==> src/rtl/watch_hms.sv <==
// Hours/minutes/seconds timekeeper with prescaler, checked time load and
// optional alarm latch (enabled by defining ALARM_EN).
module watch_hms #(
    parameter int TICK_DIV = 4,
    parameter int HOURS    = 12
) (
    input  logic       clk,
    input  logic       rst,
    input  logic       en,
    input  logic       load,
    input  logic [4:0] load_hour,
    input  logic [5:0] load_minute,
    input  logic [5:0] load_second,
    output logic [4:0] hour,
    output logic [5:0] minute,
    output logic [5:0] second,
    output logic       sec_tick,
    output logic       day_wrap,
    output logic       load_err,
    input  logic [4:0] alarm_hour,
    input  logic [5:0] alarm_minute,
    input  logic       alarm_arm,
    input  logic       alarm_clr,
    output logic       alarm
);

    localparam int              PW        = (TICK_DIV > 1) ? $clog2(TICK_DIV) : 1;
    localparam logic [PW-1:0]   PRE_LAST  = PW'(TICK_DIV - 1);
    localparam logic [4:0]      HOUR_LAST = 5'(HOURS - 1);

    logic [PW-1:0] presc;
    logic          tick;
    logic          load_ok;
    logic          sec_wrap;
    logic          min_wrap;
    logic          hour_wrap;
    logic [4:0]    hour_nx;
    logic [5:0]    minute_nx;
    logic [5:0]    second_nx;

    assign tick    = en && (presc == PRE_LAST);
    assign load_ok = load && (load_hour <= HOUR_LAST) &&
                     (load_minute <= 6'd59) && (load_second <= 6'd59);

    // Carry chain: each field wraps only when every lower field wraps too.
    assign sec_wrap  = (second == 6'd59);
    assign min_wrap  = sec_wrap && (minute == 6'd59);
    assign hour_wrap = min_wrap && (hour == HOUR_LAST);

    always_comb begin
        second_nx = sec_wrap ? 6'd0 : second + 6'd1;
        minute_nx = minute;
        hour_nx   = hour;
        if (sec_wrap) minute_nx = (minute == 6'd59) ? 6'd0 : minute + 6'd1;
        if (min_wrap) hour_nx   = (hour == HOUR_LAST) ? 5'd0 : hour + 5'd1;
    end

    always_ff @(posedge clk or posedge rst) begin
        if (rst) begin
            presc    <= '0;
            hour     <= '0;
            minute   <= '0;
            second   <= '0;
            sec_tick <= 1'b0;
            day_wrap <= 1'b0;
            load_err <= 1'b0;
        end else begin
            sec_tick <= 1'b0;
            day_wrap <= 1'b0;
            load_err <= load && !load_ok;
            // A legal load discards a coincident tick; a rejected one lets it through.
            if (load_ok) begin
                hour   <= load_hour;
                minute <= load_minute;
                second <= load_second;
                presc  <= '0;
            end else begin
                if (en) presc <= tick ? '0 : presc + PW'(1);
                if (tick) begin
                    hour     <= hour_nx;
                    minute   <= minute_nx;
                    second   <= second_nx;
                    sec_tick <= 1'b1;
                    day_wrap <= hour_wrap;
                end
            end
        end
    end

`ifdef ALARM_EN
    logic alarm_hit;

    assign alarm_hit = tick && !load_ok && alarm_arm &&
                       (hour_nx == alarm_hour) && (minute_nx == alarm_minute) &&
                       (second_nx == 6'd0);

    // Clear (explicit or by disarming) takes priority over a same-cycle hit.
    always_ff @(posedge clk or posedge rst) begin
        if (rst)                          alarm <= 1'b0;
        else if (alarm_clr || !alarm_arm) alarm <= 1'b0;
        else if (alarm_hit)               alarm <= 1'b1;
    end
`else
    logic unused_alarm;

    assign alarm        = 1'b0;
    assign unused_alarm = ^{alarm_hour, alarm_minute, alarm_arm, alarm_clr};
`endif

endmodule

==> config.mk <==
export PLATFORM = sky130hd
export DESIGN_NAME = watch_hms
export DESIGN_NICKNAME = d
export VERILOG_FILES = /design/src/rtl/watch_hms.sv
export SDC_FILE = /design/constraint.sdc
export NUM_CORES = 1
export LEC_CHECK = 0
export BUFFER_PORTS_ARGS = -buffer_cell sky130_fd_sc_hd__buf_2
export CAP_MARGIN = 20
export CORE_UTILIZATION = 47
export CTS_BUF_LIST = sky130_fd_sc_hd__clkbuf_4 sky130_fd_sc_hd__clkbuf_8 sky130_fd_sc_hd__clkbuf_16
export DETAILED_ROUTE_END_ITERATION = 16
export HOLD_SLACK_MARGIN = 0.12
export PLACE_DENSITY = 0.79
export SLEW_MARGIN = 5
export SYNTH_ARGS = -nofsm -noshare
export SYNTH_HDL_FRONTEND = slang
export SYNTH_SLANG_ARGS = --single-unit
==> constraint.sdc <==
create_clock -name clk -period 2.3 [get_ports clk]
set_input_delay 0.23 -clock clk [delete_from_list [all_inputs] [get_ports clk]]
set_output_delay 0.23 -clock clk [all_outputs]
set_load 0.1 [all_outputs]
==> flow_summary_export.csv <==
group,metric,value,unit
finish,final_net_count,219,
min_path,hold_path_class,"in2reg",
global_route,grt_max_degree,23,
finish,final_cells,210,
timing,clock.fmax,0.479,GHz
yosys,ys_top_cells_by_area,"dfrtp_1, nor2_1, a31oi_1",
die,core_area,2500,um^2
place,dp_cells,205,
finish,register_area,558,um^2
routing,via_count,1238,
critical_path,cp-start-kind,"flop",
yosys,ys.flop_type,"dfrtp_1",
timing,finalHoldViolCount,0,
routing,drt_iter0_drc,26,
clocking,numCtsBuffers,3,
routing,drtPass1Iterations,4,
routing,wire_per_inst,13.7,um
run,maxCapViolCount,0,
finish,multi_input_area,667,um^2
finish,insertedDiodeCount,0,
power,p_switching,0.000943,W
critical_path,reg2reg_depth,5,
yosys,synth.distinct_cells,35,
place,placed_area,1480,um^2
power,p_seq_share,33.7,%
min_path,hold_start,"load",
power,switching_share,55.6,%
critical_path,required,2.53,ns
finish,final_area,1530,um^2
yosys,synth_warnings,0,
clocking,cts_tree,"built",
clocking,clk_pin_slew,0.12,ns
routing,vias_per_cell,5.90,
critical_path,crit_buf_inv,0,
place,gp_congestion,0.779,
finish,fillers,225,
critical_path,criticalPathCategory,"reg2reg",
critical_path,cp-end-kind,"flop",
status,outcome,"complete, no violations",
timing,worst_pin_slew,0.824,ns
clocking,clk_latency,0.31,ns
timing,relSlewSlack,45.0,%
critical_path,path_max_fanout,22,
critical_path,r2r_end,"hour[1]$_DFFE_PP0P_",
finish,syn2layout_area_growth,21.0,%
routing,drc_errors,0,
die,die_w,53.8,um
min_path,min_delay_path_depth,2,
yosys,ys_ff_latch,22,
clocking,root_buffer,"clkbuf_4",
critical_path,cpMaxStageDelayCell,"or4b_1",
global_route,global_route.overflow_total,0,
global_route,track_usage,22.0,%
die,dieArea,2900,um^2
power,power.internal,0.000754,W
timing,setup-tns-final,0,ns
routing,ant_nets,0,
global_route,grt_pass1_wl,4.60,mm
critical_path,cp.arrival,2.32,ns
timing,clock_skew,0.00138,ns
min_path,min_to,"load_err$_DFF_PP0_",
clocking,cts_sinks,22,
place,pre_cts_ws,0.216,ns
yosys,synthArstFlopShare,100,%
die,num_io_pins,55,
place,place_hpwl,2.15,mm
timing,rsz0062_at_grt,"no",
global_route,antenna_found_initial,0,
timing,finalSetupViolations,0,
critical_path,cp_top_family,"simple AND/OR/NAND/NOR gates",
yosys,yosys.area.top_type,"dfrtp_1",
timing,post-route-worst-setup-slack,0.213,ns
die,floorplan.rows,18,
power,leakage,0.685,nW
power,combPwrFrac,53.6,%
clocking,post_cts_resized,0,
power,ir_worst_vdd,0.953,mV
global_route,grt_pass1_vias,1135,
critical_path,r2r_setup_slack,0.21,ns
timing,min_period,2.09,ns
yosys,synth-edff-count,0,
finish,drive_gt1_share,30.6,%
power,p_clk_share,12.6,%
yosys,synth_area_per_cell,9.02,um^2
yosys,syn_area,1260,um^2
timing,timing.final.max_slew_violations,0,
critical_path,cpPeakStageDelay,0.54,ns
yosys,seq_area_frac_synth,43.6,%
clocking,clock_path_buffers,2,
critical_path,cp_cell_sequence,"ha_1, nand2_4, or3_4, or4b_1, a31oi_1",
power,powerDensity,1110,nW/um^2
yosys,syn_nets,178,
die,initial_core_util,50.5,%
yosys,synth_cells,140,
routing,routed_wl,2.88,mm
clocking,htreeDepth,1,
die,die_h,53.8,um
place,port_buffers,40,
critical_path,reg2reg_from,"presc[0]$_DFFE_PP0P_",
yosys,synth_top_area_share,43.6,%
timing,fin_crit_sh,90.7,%
-- registers in the layout, indices dropped and copies added (netlist names) --
name and cells:
sec_tick 1, presc 2, load_err 1, hour 5, minute 6, second 6
day_wrap 1
-- power by group through the flow --
stage	Combinational (W)	Sequential [W]	Clock [W]
finish	0.000910	0.000572	0.000214
CTS	0.000913	0.000568	0.000220
floorplan	0.000233	0.00108	0
global placement	0.000889	0.000570	0
detailed placement	0.000909	0.000578	0
global route	0.000961	0.000590	0.000228
-- logic make-up (layout without fill, tap and decap cells) --
kind of cell    after synthesis  in the layout  synth area share [%]
simple gates                 64             64                  28.3
flops                        22             22                  43.6
compound gates               37             37                  17.8
fa+ha+maj                     4              4                  3.96
mux                           3              3                  2.38
other cells                   1              1                 0.297
buf+inv                       9             49                  3.57
-- placed cells by master (no fill, tap or decap), drive strengths merged --
| cell | n |
|---|---|
| a21oi | 8 |
| a311oi | 1 |
| nor2 | 22 |
| or4 | 6 |
| mux2i | 3 |
| nand3b | 1 |
| or4b | 2 |
| o21ai | 9 |
| and4b | 1 |
| nor3 | 1 |
| nand3 | 6 |
| o31ai | 3 |
| nand4 | 4 |
| dlygate4sd3 | 1 |
| ha | 4 |
| inv | 3 |
| conb | 1 |
| a21boi | 1 |
| dfrtp | 22 |
| nor2b | 3 |
| buf | 41 |
| or3b | 2 |
| nor4bb | 1 |
| or3 | 3 |
| clkbuf | 4 |
| nand2 | 9 |
| and2 | 1 |
| nor4b | 1 |
| a211o | 1 |
| nor4 | 1 |
| a31oi | 12 |
| o2bb2a | 1 |
| o21a | 1 |
-- per-stage QoR --
| step | util [%] | hold slack [ns] | power [W] |
|---|---|---|---|
| 6_report | 61.1 | 0.154 | 0.00170 |
| 3_5_place_dp | 59.3 | 0.428 | 0.00149 |
| 3_3_place_gp | 59.3 | 0.432 | 0.00146 |
| 2_1_floorplan | - | 0.219 | 0.00132 |
| 5_1_grt | 61.1 | 0.174 | 0.00178 |
| 4_1_cts | 61.1 | 0.150 | 0.00170 |
-- how the worst max path moves through the flow --
| stage | startpoint | to | cells past startpoint |
|---|---|---|---|
| after floorplan | second[0]$_DFFE_PP0P_ | minute[5]$_DFFE_PP0P_ | 6 |
| after global placement | presc[0]$_DFFE_PP0P_ | hour[1]$_DFFE_PP0P_ | 5 |
| after detailed placement | presc[0]$_DFFE_PP0P_ | hour[1]$_DFFE_PP0P_ | 5 |
| after CTS | presc[0]$_DFFE_PP0P_ | hour[1]$_DFFE_PP0P_ | 5 |
| after global routing | presc[0]$_DFFE_PP0P_ | hour[1]$_DFFE_PP0P_ | 5 |
| final | presc[0]$_DFFE_PP0P_ | hour[1]$_DFFE_PP0P_ | 5 |
-- cells in the mapped netlist, types with 3 or more instances --
cell type   n
inv_1       3
mux2i_1     3
nor2_1     22
nand3_1     6
dfrtp_1    22
o31ai_1     3
or4_1       6
nand2_1     8
a21oi_1     8
clkbuf_1    4
a31oi_1    12
nand4_1     4
nor2b_1     3
o21ai_0     9
ha_1        4
-- per-layer routing --
layer | global-route usage, % | vias up | routed length, um
li1 | - | 606 | -
met1 | 26.2 | 586 | 1310
met2 | 37.9 | 42 | 1380
met3 | 3.11 | 4 | 160
met4 | 11.8 | 0 | 36
met5 | 0 | - | 0
-- final cells by class --
| cell class | count | share of cell area, % |
|---|---|---|
| inverters | 3 | 0.737 |
| flip-flops and latches | 22 | 36.5 |
| clock buffers | 4 | 2.38 |
| well taps | 30 | 2.46 |
| repair buffers | 42 | 14.3 |
| multi-input cells | 109 | 43.7 |
-- timing repair --
| action | CTS | global route |
|---|---|---|
| hold buffers | 1 | 0 |
| setup buffers | 0 | 0 |
| endpoints found under the hold margin | 22 | 0 |
No activity file was read; power rests on OpenSTA's default activity.
